`src/rtl/itrx_aib_phy_pkg.sv`:
```
// Shared types for the AIB PHY configuration sequencer: command opcodes,
// sequencer states and the APB address width.
package itrx_aib_phy_pkg;

  localparam int APB_AW = 12;

  typedef enum logic [1:0] {
    OP_WRITE = 2'd0,
    OP_READ  = 2'd1,
    OP_POLL  = 2'd2,
    OP_DONE  = 2'd3
  } cmd_op_e;

  typedef enum logic [2:0] {
    ST_IDLE,
    ST_SETUP,
    ST_ACCESS,
    ST_GAP,
    ST_RESP
  } seq_state_e;

endpackage

```
`src/rtl/itrx_aib_phy_apb_cfg_seq.sv`:
```
// APB master that executes one WRITE/READ/POLL/DONE command at a time against
// the AIB PHY register slave and raises a sticky conf_done.
module itrx_aib_phy_apb_cfg_seq
  import itrx_aib_phy_pkg::*;
#(
  parameter logic [31:0] POLL_MAX = 32'd255,
  parameter logic [31:0] POLL_GAP = 32'd15
) (
  input  logic              pclk,
  input  logic              preset,
  input  logic              cmd_valid,
  output logic              cmd_ready,
  input  logic [1:0]        cmd_op,
  input  logic [APB_AW-1:0] cmd_addr,
  input  logic [31:0]       cmd_wdata,
  input  logic [31:0]       cmd_mask,
  output logic              rsp_valid,
  output logic [31:0]       rsp_rdata,
  output logic              rsp_err,
  output logic [APB_AW-1:0] paddr,
  output logic              pwrite,
  output logic              psel,
  output logic              penable,
  output logic [31:0]       pwdata,
  input  logic [31:0]       prdata,
  input  logic              pready,
  output logic              conf_done
);

  seq_state_e  state;
  cmd_op_e     op_q;
  logic [31:0] wdata_q;
  logic [31:0] mask_q;
  logic [31:0] poll_cnt;
  logic [31:0] gap_cnt;
  logic [31:0] poll_cnt_nx;
  logic        match;

  assign cmd_ready   = (state == ST_IDLE) && !preset;
  assign poll_cnt_nx = (poll_cnt == 32'hFFFF_FFFF) ? poll_cnt : poll_cnt + 32'd1;
  assign match       = ((prdata ^ wdata_q) & mask_q) == 32'd0;

  always_ff @(posedge pclk) begin
    if (preset) begin
      state     <= ST_IDLE;
      op_q      <= OP_WRITE;
      wdata_q   <= 32'd0;
      mask_q    <= 32'd0;
      poll_cnt  <= 32'd0;
      gap_cnt   <= 32'd0;
      paddr     <= '0;
      pwrite    <= 1'b0;
      psel      <= 1'b0;
      penable   <= 1'b0;
      pwdata    <= 32'd0;
      rsp_valid <= 1'b0;
      rsp_rdata <= 32'd0;
      rsp_err   <= 1'b0;
      conf_done <= 1'b0;
    end else begin
      // Response fields are single-cycle pulses; zero unless set below.
      rsp_valid <= 1'b0;
      rsp_rdata <= 32'd0;
      rsp_err   <= 1'b0;
      case (state)
        ST_IDLE: if (cmd_valid) begin
          op_q     <= cmd_op_e'(cmd_op);
          wdata_q  <= cmd_wdata;
          mask_q   <= cmd_mask;
          poll_cnt <= 32'd0;
          if (cmd_op_e'(cmd_op) == OP_DONE) begin
            state     <= ST_RESP;
            rsp_valid <= 1'b1;
            conf_done <= 1'b1;
          end else begin
            state   <= ST_SETUP;
            psel    <= 1'b1;
            penable <= 1'b0;
            paddr   <= cmd_addr;
            pwrite  <= (cmd_op_e'(cmd_op) == OP_WRITE);
            pwdata  <= (cmd_op_e'(cmd_op) == OP_WRITE) ? cmd_wdata : 32'd0;
          end
        end
        ST_SETUP: begin
          state   <= ST_ACCESS;
          penable <= 1'b1;
        end
        ST_ACCESS: if (pready) begin
          psel    <= 1'b0;
          penable <= 1'b0;
          if (op_q == OP_POLL) begin
            poll_cnt <= poll_cnt_nx;
            if (match || poll_cnt_nx == POLL_MAX) begin
              state     <= ST_RESP;
              rsp_valid <= 1'b1;
              rsp_rdata <= prdata;
              rsp_err   <= !match;
            end else if (POLL_GAP == 32'd0) begin
              state <= ST_SETUP;
              psel  <= 1'b1;
            end else begin
              state   <= ST_GAP;
              gap_cnt <= 32'd0;
            end
          end else begin
            state     <= ST_RESP;
            rsp_valid <= 1'b1;
            rsp_rdata <= (op_q == OP_READ) ? prdata : 32'd0;
          end
        end
        // APB stays idle for exactly POLL_GAP cycles between poll reads.
        ST_GAP: begin
          if (gap_cnt == POLL_GAP - 32'd1) begin
            state <= ST_SETUP;
            psel  <= 1'b1;
          end else begin
            gap_cnt <= gap_cnt + 32'd1;
          end
        end
        ST_RESP: state <= ST_IDLE;
        default: state <= ST_IDLE;
      endcase
    end
  end

endmodule
```
`config.mk`:
```
export PLATFORM = sky130hd
export DESIGN_NAME = itrx_aib_phy_apb_cfg_seq
export DESIGN_NICKNAME = d
export VERILOG_FILES = /design/src/rtl/itrx_aib_phy_pkg.sv /design/src/rtl/itrx_aib_phy_apb_cfg_seq.sv
export SDC_FILE = /design/constraint.sdc
export NUM_CORES = 1
export LEC_CHECK = 0
export BUFFER_PORTS_ARGS = -buffer_cell sky130_fd_sc_hd__clkbuf_2
export CORE_MARGIN = 4
export CORE_UTILIZATION = 49
export DETAILED_ROUTE_END_ITERATION = 6
export GPL_ROUTABILITY_DRIVEN = 0
export PLACE_DENSITY_LB_ADDON = 0.12
export SLEW_MARGIN = 25
export SYNTH_ARGS = -nofsm -noshare
export SYNTH_HDL_FRONTEND = slang
export SYNTH_SLANG_ARGS = --single-unit
export TNS_END_PERCENT = 100
```
`constraint.sdc`:
```
create_clock -name pclk -period 3.8 [get_ports pclk]
set_input_delay 0.76 -clock pclk [delete_from_list [all_inputs] [get_ports pclk]]
set_output_delay 0.76 -clock pclk [all_outputs]
set_load 0.03 [all_outputs]
```
* After elaboration in Yosys (flattened, before gate mapping)
Cells that the tools add are included.
Operators by class: $add $sub $neg 2, eq/ne operators 16, multiplexer cells 35, bitwise logic cells 7, reduce and logical (&&, ||, !) cells 21
Operator list (count):
- $mux 32 | 12
- $pmux 32 s2 | 2
- $add 32x1->32 const B | 2
- $and 32x32->32 | 1
- $eq 32x32->1 const B | 1
- $eq 32x4->1 const B | 1
- $eq 32x8->1 const B | 1
- $logic_not 32->1 | 1
- $xor 32x32->32 | 1
- $mux 3 | 6
- $ne 2x2->1 const B | 7
- $pmux 3 s4 | 1
- $mux 1 | 11
- $reduce_and 5->1 | 2
- $reduce_and 3->1 | 3
- $reduce_and 4->1 | 2
- $eq 3x2->1 const B | 2
- $pmux 1 s3 | 2
- $reduce_bool 3->1 | 2
- $not 1->1 | 5
- $reduce_or 5->1 | 1
- $eq 2x2->1 const B | 2
- $reduce_bool 2->1 | 2
- $eq 3x1->1 const B | 1
- 9 further kinds | 10
Word-level totals: flip-flop bits (word level) 215, logic and storage cells 96

* Depth between registers and ports, before layout
Gate-level depths: netlist (run 1).
word-level depth 8, gate-level depth with buffers 13, mapped depth without buffers 10

* Worst setup path before layout (run 1)
Ideal clock, no wire load.
kind register to register, start point register poll_cnt[1], end point register rsp_rdata[0], data arrival time 3009 ps, slack 732 ps, stages on the path, launching flop included 13, buffers on the path 2, path through dfxtp_1 ha_1 and3_1 nand2_2 or4_1 buf_2 a211o_1 a221oi_2 a21boi_2 a41oi_2 o41ai_4 buf_6 and2_1
On the way: longest elaborated chain between the ends 6, elaborated cells on any way between the ends 7
Ends and longest elaborated chain:
- start, declared | line itrx_aib_phy_apb_cfg_seq.sv:34 | logic [31:0] poll_cnt;
- start signal, assigned | line itrx_aib_phy_apb_cfg_seq.sv:92 | poll_cnt <= poll_cnt_nx;
- $add 32x1->32 / $eq 32x32->1 (equally long branches) | line itrx_aib_phy_apb_cfg_seq.sv:40 | assign poll_cnt_nx = (poll_cnt == 32'hFFFF_FFFF) ? poll_cnt : poll_cnt + 32'd1;
- $mux 32 * | line itrx_aib_phy_apb_cfg_seq.sv:40
- $eq 32x8->1 * | line itrx_aib_phy_apb_cfg_seq.sv:93 | if (match || poll_cnt_nx == POLL_MAX) begin
- $logic_or 1x1->1 * | line itrx_aib_phy_apb_cfg_seq.sv:93
- $mux 32 * | line itrx_aib_phy_apb_cfg_seq.sv:93
- $mux 32 * | line itrx_aib_phy_apb_cfg_seq.sv:91 | if (op_q == OP_POLL) begin
- end signal, assigned | line itrx_aib_phy_apb_cfg_seq.sv:96 | rsp_rdata <= prdata;
- end signal, assigned | line itrx_aib_phy_apb_cfg_seq.sv:108 | rsp_rdata <= (op_q == OP_READ) ? prdata : 32'd0;
- end, declared | line itrx_aib_phy_apb_cfg_seq.sv:18 | output logic [31:0] rsp_rdata,
Every way passes the cells marked *; elsewhere a longest branch is shown, timed or not. A chain may end at the register's enable or synchronous reset.

* Worst setup path in the final report (run 1)
start point register poll_cnt[1], end point register gap_cnt[2]
On the way: longest elaborated chain between the ends 6, elaborated cells on any way between the ends 7
Ends and longest elaborated chain:
- $add 32x1->32 / $eq 32x32->1 (equally long branches) | line itrx_aib_phy_apb_cfg_seq.sv:40
- $mux 32 * | line itrx_aib_phy_apb_cfg_seq.sv:40
- $eq 32x8->1 * | line itrx_aib_phy_apb_cfg_seq.sv:93
- $logic_or 1x1->1 * | line itrx_aib_phy_apb_cfg_seq.sv:93
- $ne 2x2->1 (no line) *
- $reduce_and 5->1 (no line) *
- end signal, assigned | line itrx_aib_phy_apb_cfg_seq.sv:117 | gap_cnt <= gap_cnt + 32'd1;
- end, declared | line itrx_aib_phy_apb_cfg_seq.sv:35 | logic [31:0] gap_cnt;
Marks and branches as above.

==> impl_metrics.yaml, run 1 <==
synthesis:
  yosysSeqAreaShare_pct: 43.5
  async_flop_share_pct: 0
  synthCells: 1219
  synth_ff_type: "dfxtp_1"
  synth_seq_cells: 215
  ys_types: 64
  avgSynthCellArea_um2: 8.11
  synthesis.nets: 1336
  synth_edf_count: 0
  ys_warn_count: 0
  syn_area_um2: 9890
sta:
  setup_violations: 0
  drv_slew: 0
  min_period_ps: 3540
  fmax_mhz: 283
  fin_crit_sh_pct: 93.1
  hold_viol: 0
  finalSetupTns_ps: 0
  worstMarginPinSlew_ps: 958
  maxSlewHeadroom_pct: 35.9
  rsz0062_at_grt: "false"
  fin_skew_ps: 14.4
floorplan:
  design.die.area_um2: 22500
  rows: 51
  io_pins: 197
  die_y_um: 150
  die-width_um: 150
  start_util_pct: 50.3
  coreArea_um2: 19700
layout:
  fillers: 1902
  fin_area_um2: 11800
  multiInputGateArea_um2: 5130
  fin_nets: 1490
  register_area_um2: 4310
  final_layout_size_suffix_gt1_share_pct: 21.7
  areaGrowthSynthToFinish_pct: 19.7
  utilization_pct: 60.2
  diodes: 0
worst_setup_path:
  r2r_end: "gap_cnt[2]"
  worst_ep_arrival_time_ps: 3970
  worstSetupPathType: "flip-flop to flip-flop"
  ff2ff_setup_slack_ps: 260
  cp-start-kind: "flip-flop"
  r2r-start: "poll_cnt[1]"
  r2r_cells: 11
  cp_data_required_time_ps: 4230
  cp-end-kind: "flip-flop"
  cp_max_fo: 32
grt:
  grt_max_degree: 78
  antenna_found_initial: 1
  grt_usage_pct: 24.5
  overflow: 0
  grt_pass1_vias: 8714
  grt_first_pass_wirelength_um: 45100
drt:
  vias: 9245
  drc: 0
  wl_um: 27900
  vias_per_cell: 5.59
  ant_nets: 0
  routedWlPerCell_um: 16.9
  drt_iter0_markers: 755
  drt_first_pass_iters: 5
pwr:
  p_per_area_nw_per_um2: 458
  sw_frac_of_total_pct: 25.9
  finalPower_w: 0.00542
  p_leak_nw: 4.63
  p_sw_w: 0.00140
  clock_power_share_pct: 44.9
  seq_power_share_pct: 44.3
  ir_drop_v: 0.000303
  p_int_w: 0.00402
  p_comb_share_pct: 10.8
cts:
  cts_buffers: 25
  cts_resized: 0
  cts_max_path_buffers: 3
  clk_latency_ps: 530
  cts.sinks: 215
  path_clk_slew_ps: 60
  cts_setup_buffers: 0
  tritoncts: "built"
  holdBufCountCts: 0
  clockRootBuffer: "clkbuf_16"
  cts-htree-levels: 1
min_path:
  hp-class: "primary input to flip-flop"
  min_to: "mask_q[9]"
  min-delay-start: "cmd_mask[9]"
  min_path_cells: 3
run_status:
  status: "finished clean"
job:
  drv_cap: 0
place:
  place_area_um2: 11000
  io_buffer_count: 196
  hpwl_um: 19300
-- synth_stat cells (20+ instances only) --
cell type	n	area share (%)
nor2_1	102	3.9
nor3_1	30	1.5
xor2_1	33	2.9
o21ai_0	36	1.8
nand3_1	33	1.7
clkbuf_1	64	2.4
nand4_1	30	1.9
a311oi_2	20	3.0
and2_1	43	2.7
dfxtp_1	215	44
nand2_1	238	9.0
a21oi_1	108	5.5
a22oi_1	67	5.1
-- cells by family (layout without fill, tap and decap cells) --
kind of cell,count (synthesis),count (layout),synth area share (%)
AND/OR/NAND/NOR,552,552,26.1
adder cells (fa/ha/maj),3,3,0.379
AO/OA/AOI/OAI,298,298,21.0
flip-flops,215,215,43.5
buffers and inverters,104,274,4.73
XOR/XNOR,40,40,3.54
multiplexers,7,7,0.734
-- area by class of cell --
class                      count  area share, %
inverter                      13          0.412
multi-input combinational    900           43.4
timing repair buffer         218           9.94
clock buffer                  36           6.22
clock inverter                 7          0.898
sequential                   215           36.4
tap                          265           2.80
-- cell usage in the layout, fill, tap and decap left out, types with 9 or more instances in the layout --
cell type,count
buf_4,20
nor4_1,13
clkbuf_16,25
nor3_1,29
clkbuf_2,195
a31oi_1,18
nand2b_1,9
a311oi_2,20
nor2_1,102
nand4_1,30
o21ai_0,35
nand2_1,236
dfxtp_1,214
a21oi_1,108
and2_1,42
and3_1,19
inv_1,12
nand3_1,33
xor2_1,33
a22oi_1,67
-- how the worst max path moves through the flow --
stage	slack [ps]	start	end	depth (start not counted)
5_1_grt	20	poll_cnt[1]	gap_cnt[2]	11
6_report	260	poll_cnt[1]	gap_cnt[2]	11
3_3_place_gp	300	poll_cnt[0]	gap_cnt[31]	11
3_5_place_dp	180	poll_cnt[0]	gap_cnt[2]	11
4_1_cts	150	poll_cnt[0]	gap_cnt[2]	11
2_1_floorplan	730	poll_cnt[1]	rsp_rdata[0]	12
-- power by group through the flow --
stage               logic [W]  clock network (W)  registers (W)
floorplan            0.000327                  0        0.00248
global placement     0.000585                  0        0.00244
detailed placement   0.000590                  0        0.00245
CTS                  0.000594            0.00248        0.00240
global route         0.000652            0.00257        0.00241
finish               0.000587            0.00243        0.00240
-- per-layer routing --
layer  share of wire (%)  up-vias  wire length [µm]  global-route usage (%)
met3                 7.5       59              2100                    6.45
met2                  47      311             13200                    40.4
li1                    -     4600                 -                       -
met1                  43     4273             12000                    31.9
met4                 2.5        2               702                    6.54
met5               0.029        -                 8                       0
-- worst max-delay path, cell delays in order, from the launching register on --
cell and delay (ps):
dfxtp_1 440, ha_2 310, and3_1 210, nand2_2 90, or4_1 650, a211o_1 320, a221oi_2 260, a21boi_2 230
and4_4 260, o21ai_2 60, buf_4 290, a311oi_1 310
-- state kept, by name, summed over array words and instances (netlist names), 2 cells and up --
register	count
mask_q	32
rsp_rdata	32
pwdata	32
gap_cnt	32
paddr	12
poll_cnt	32
wdata_q	32
state	3
op_q	2
-- through the flow --
step / setup WS, ps / hold slack (ps) / cells
2_1_floorplan: 732 / 436 / 1219
6_report: 262 / 444 / 1654
4_1_cts: 150 / 428 / 1654
3_5_place_dp: 178 / 446 / 1611
5_1_grt: 18.1 / 435 / 1654
3_3_place_gp: 295 / 442 / 1611
Note: power is estimated with default switching activity, not from simulation.
==> inputs of run 2 (changes only) <==
==> constraint.sdc (replaced) <==
create_clock -name pclk -period 3.2 [get_ports pclk]
set_input_delay 0.64 -clock pclk [delete_from_list [all_inputs] [get_ports pclk]]
set_output_delay 0.64 -clock pclk [all_outputs]
set_load 0.03 [all_outputs]
==> run 2 against run 1 <==
  * Die area stayed put
  * Via count is 1.9% higher
  * First-iteration DRC count is 13% lower
  * Critical path depth is 1 lower
  * Worst setup slack worse by 140 ps
  * Non-clock buffer count is 37 higher
  * Clock-buffer cell count is 5 lower
  * Final cell count is 2.2% higher
  * Worst hold slack worse by 110 ps
  * Register-to-register slack worse by 140 ps
==> impl_metrics.yaml, run 2 (same netlist as run 1, synthesis figures left out) <==
sta:
  rsz0062_at_grt: "false"
  fin_skew_ps: 18.9
  layout_setup_ws_ps: 118
  fmax_mhz: 325
  worstMarginPinSlew_ps: 1040
  maxSlewHeadroom_pct: 30.7
  setup_violations: 0
  min_period_ps: 3080
  drv_slew: 0
  finalSetupTns_ps: 0
  hold_viol: 0
  fin_crit_sh_pct: 96.3
worst_setup_path:
  cp_cell_sequence: "and4_2, nand3_1, or4_4, a211o_1, a221oi_2, a21boi_2, and4_4, o21ai_2, buf_12, a311oi_1"
  worstPathBufferInverterCount: 1
  cp_slowest_cell: "or4_4"
  worstSetupPathType: "flip-flop to flip-flop"
  worst_ep_arrival_time_ps: 3500
  r2r_end: "gap_cnt[2]"
  cp_max_fo: 32
  cp-start-kind: "flip-flop"
  crit_family: "simple AND/OR/NAND/NOR gates"
  r2r-start: "poll_cnt[30]"
  ff2ff_setup_slack_ps: 120
  r2r_cells: 10
  cp.depth: 10
  cp-end-kind: "flip-flop"
  critical_path.max_stage_delay_ps: 540
  cp_data_required_time_ps: 3620
layout:
  fin_nets: 1525
  fillers: 1853
  diodes: 0
  final_cell_mix: "nand2_1, dfxtp_1, clkbuf_2"
  areaGrowthSynthToFinish_pct: 23.1
  final_layout_size_suffix_gt1_share_pct: 24.4
  utilization_pct: 62.0
  final_common_cell: "nand2_1"
grt:
  grt_first_pass_wirelength_um: 45600
  overflow: 0
  grt_usage_pct: 24.7
  antenna_found_initial: 0
  grt_max_degree: 92
  grt_pass1_vias: 8912
pwr:
  seq_power_share_pct: 43.8
  p_int_w: 0.00483
  p_per_area_nw_per_um2: 532
  ir_drop_v: 0.000390
  p_comb_share_pct: 11.1
  clock_power_share_pct: 45.1
  sw_frac_of_total_pct: 25.4
  p_sw_w: 0.00165
  p_leak_nw: 4.85
floorplan:
  io_pins: 197
  die-width_um: 150
  design.die.area_um2: 22500
  rows: 51
  coreArea_um2: 19700
  die_y_um: 150
  start_util_pct: 50.3
drt:
  drt_first_pass_iters: 5
  ant_nets: 0
  drt_iter0_markers: 658
  drc: 0
  routedWlPerCell_um: 17.0
  vias_per_cell: 5.58
  wl_um: 28700
  vias: 9422
cts:
  cts_setup_buffers: 0
  cts.sinks: 215
  cts_buffers: 23
  cts-htree-levels: 1
  clockRootBuffer: "clkbuf_16"
  clk_latency_ps: 520
  tritoncts: "built"
  cts_resized: 0
  path_clk_slew_ps: 60
  holdBufCountCts: 0
  cts_max_path_buffers: 3
min_path:
  hp-class: "primary input to flip-flop"
  min_to: "mask_q[15]"
  min_path_cells: 3
  min-delay-start: "cmd_mask[15]"
job:
  drv_cap: 0
run_status:
  status: "finished clean"
place:
  io_buffer_count: 196
  hpwl_um: 20300
  dp_slack_ps: 36.4
[run 2: worst max path at each step]
stage                 start           end  slack (ps)
2_1_floorplan   poll_cnt[1]  rsp_rdata[0]         130
3_3_place_gp    poll_cnt[4]   gap_cnt[31]         140
3_5_place_dp    poll_cnt[4]   gap_cnt[31]          40
4_1_cts         poll_cnt[4]  rsp_rdata[4]          50
5_1_grt         poll_cnt[0]   gap_cnt[21]         0.6
6_report       poll_cnt[30]    gap_cnt[2]         120
[run 2: stage by stage]
step           hold slack [ps]  cell area, µm²  std cells  power, W
4_1_cts                    320           12100       1690   0.00655
2_1_floorplan              436            9890       1219   0.00333
6_report                   338           12200       1690   0.00648
3_5_place_dp               446           11300       1648   0.00362
3_3_place_gp               442           11300       1648   0.00361
5_1_grt                    328           12200       1690   0.00674
[run 2: per-layer routing]
layer / part of all wire (%) / vias up / GRT usage [%]
met2: 47 / 320 / 40.6
li1: - / 4685 / -
met5: 0 / - / 0
met3: 7.6 / 67 / 6.45
met4: 2.7 / 0 / 7.41
met1: 42 / 4350 / 32.0
[run 2: worst min-delay path: stages]
cell and delay [ps]:
clkbuf_2 80, nand2_1 40, a21oi_1 50
[run 2: layout make-up]
cell class,count,area (µm²),share of cell area (%)
timing repair buffer,255,1470,12.1
tap,265,332,2.72
multi-input combinational,900,5180,42.5
clock buffer,31,676,5.55
clock inverter,11,173,1.42
sequential,215,4310,35.4
inverter,13,48.8,0.401
[run 2: power groups by stage]
stage               sequential, W  combinational, W  clock [W]
finish                    0.00284          0.000720    0.00292
CTS                       0.00284          0.000726    0.00298
global placement          0.00290          0.000716          0
detailed placement        0.00290          0.000722          0
floorplan                 0.00295          0.000389          0
global route              0.00285          0.000793    0.00309
==> inputs of run 3 (changes only) <==
--- a/config.mk
+++ b/config.mk
@@ -7,7 +7,7 @@
 export LEC_CHECK = 0
 export BUFFER_PORTS_ARGS = -buffer_cell sky130_fd_sc_hd__clkbuf_2
 export CORE_MARGIN = 4
-export CORE_UTILIZATION = 49
+export CORE_UTILIZATION = 55
 export DETAILED_ROUTE_END_ITERATION = 6
 export GPL_ROUTABILITY_DRIVEN = 0
 export PLACE_DENSITY_LB_ADDON = 0.12
==> constraint.sdc (replaced) <==
create_clock -name pclk -period 3.5 [get_ports pclk]
set_input_delay 0.7 -clock pclk [delete_from_list [all_inputs] [get_ports pclk]]
set_output_delay 0.7 -clock pclk [all_outputs]
set_load 0.03 [all_outputs]
==> run 3 against run 2 <==
  * Critical path depth increased by 1
  * Cell area decreased by 3.1%
  * Clock power decreased by 23%
  * Utilization increased by 5.6 points
  * Critical endpoint is now gap_cnt[31]
==> impl_metrics.yaml, run 3 (same netlist as run 1, synthesis figures left out) <==
layout:
  fillers: 1481
  final_cell_mix: "nand2_1, dfxtp_1, clkbuf_2"
  final_common_cell: "nand2_1"
  areaGrowthSynthToFinish_pct: 19.3
  fin_nets: 1504
  final_layout_size_suffix_gt1_share_pct: 22.4
  diodes: 0
  final_cells: 1627
sta:
  fmax_mhz: 301
  setup_violations: 0
  min_period_ps: 3320
  drv_slew: 0
  worstMarginPinSlew_ps: 826
  fin_crit_sh_pct: 94.8
  maxSlewHeadroom_pct: 44.9
  fin_skew_ps: 11.8
  finalSetupTns_ps: 0
  hold_viol: 0
  rsz0062_at_grt: "false"
floorplan:
  die_y_um: 142
  design.die.area_um2: 20200
  start_util_pct: 56.6
  coreArea_um2: 17500
  die-width_um: 142
  rows: 48
  io_pins: 197
grt:
  antenna_found_initial: 1
  grt_max_degree: 102
  grt_usage_pct: 27.5
  grt_pass1_vias: 8977
  grt_first_pass_wirelength_um: 45700
  overflow: 0
run_status:
  status: "finished clean"
drt:
  drt_first_pass_iters: 5
  vias: 9428
  drc: 0
  wl_um: 28500
  vias_per_cell: 5.79
  ant_nets: 0
  routedWlPerCell_um: 17.5
  drt_iter0_markers: 699
pwr:
  p_per_area_nw_per_um2: 466
  ir_drop_v: 0.000452
  p_leak_nw: 4.68
cts:
  cts_max_path_buffers: 3
  path_clk_slew_ps: 60
  cts-htree-levels: 1
  holdBufCountCts: 0
  clk_latency_ps: 510
  clockRootBuffer: "clkbuf_16"
  tritoncts: "built"
  cts_buffers: 23
  cts.sinks: 215
  cts_setup_buffers: 0
worst_setup_path:
  cp-end-kind: "flip-flop"
  cp_data_required_time_ps: 3910
  worstSetupPathType: "flip-flop to flip-flop"
  cp_max_fo: 32
  worst_ep_arrival_time_ps: 3730
  cp-start-kind: "flip-flop"
job:
  drv_cap: 0
place:
  hpwl_um: 20200
  placedCellCount: 1587
  io_buffer_count: 196
min_path:
  hp-class: "primary input to flip-flop"
run 3: changes by cell type in the layout (fill, tap and decap cells not counted), moves of 4 or more:
| cell | previous run | this run |
|---|---|---|
| bufinv_16 | 4 | 0 |
| clkbuf_8 | 7 | 3 |
| buf_4 | 56 | 34 |
| clkbuf_1 | 1 | 7 |
run 3: cell type report:
cell class	count	area, µm²	area share [%]
flip-flops and latches	215	4310	36.5
clock inverters	7	45.0	0.382
well taps	225	282	2.39
inverters	13	48.8	0.413
multi-input cells	900	5160	43.8
repair buffers	234	1310	11.1
clock buffers	33	643	5.45
run 3: metal layers:
| layer | wire (µm) | vias to the layer above | part of all wire, % | GRT usage [%] |
|---|---|---|---|---|
| met2 | 13000 | 404 | 46 | 44.0 |
| met3 | 2580 | 73 | 9.1 | 6.65 |
| li1 | - | 4644 | - | - |
| met4 | 935 | 2 | 3.3 | 9.95 |
| met5 | 13 | - | 0.046 | 0 |
| met1 | 11900 | 4305 | 42 | 36.3 |
run 3: per-stage QoR:
stage                     worst slack [ps]  hold WS (ps)  instance area, µm²  util [%]  total power [W]
after floorplan                        432           436                9890         -          0.00305
after global placement                 220           441               11100      63.4          0.00330
after detailed placement               159           447               11100      63.4          0.00331
after CTS                              138           395               11800      67.3          0.00554
after global routing                  1.31           402               11800      67.5          0.00572
final                                  181           414               11800      67.5          0.00550
run 3: worst max-delay path: stages (launching register included):
cell	delay, ps
dfxtp_1	460
ha_1	210
and3_1	190
nand2_2	110
or4_4	600
a211o_1	300
a221oi_2	280
a21boi_2	260
and4_4	270
o21ai_2	80
buf_12	190
a311oi_1	260
run 3: what timing repair did:
action                                 CTS  global route
endpoints found under the hold margin    0             0
resized for setup                        0             6
setup endpoints to repair                0            64
run 3: final timing paths:
| check | startpoint | endpoint | slack [ps] | cells after the start |
|---|---|---|---|---|
| worst max register to register | poll_cnt[0] | gap_cnt[31] | 180 | 11 |
| worst max-delay path | poll_cnt[0] | gap_cnt[31] | 180 | 11 |
| worst min-delay path | cmd_addr[8] | paddr[8] | 410 | 3 |
| worst min register to register | paddr[7] | paddr[7] | 450 | 2 |
run 3: where the power goes:
part / switching [W] / leakage, nW / internal (W)
clock network: 0.000963 / 0.338 / 0.00128
registers: 0.0000586 / 1.75 / 0.00254
logic: 0.000442 / 2.60 / 0.000217
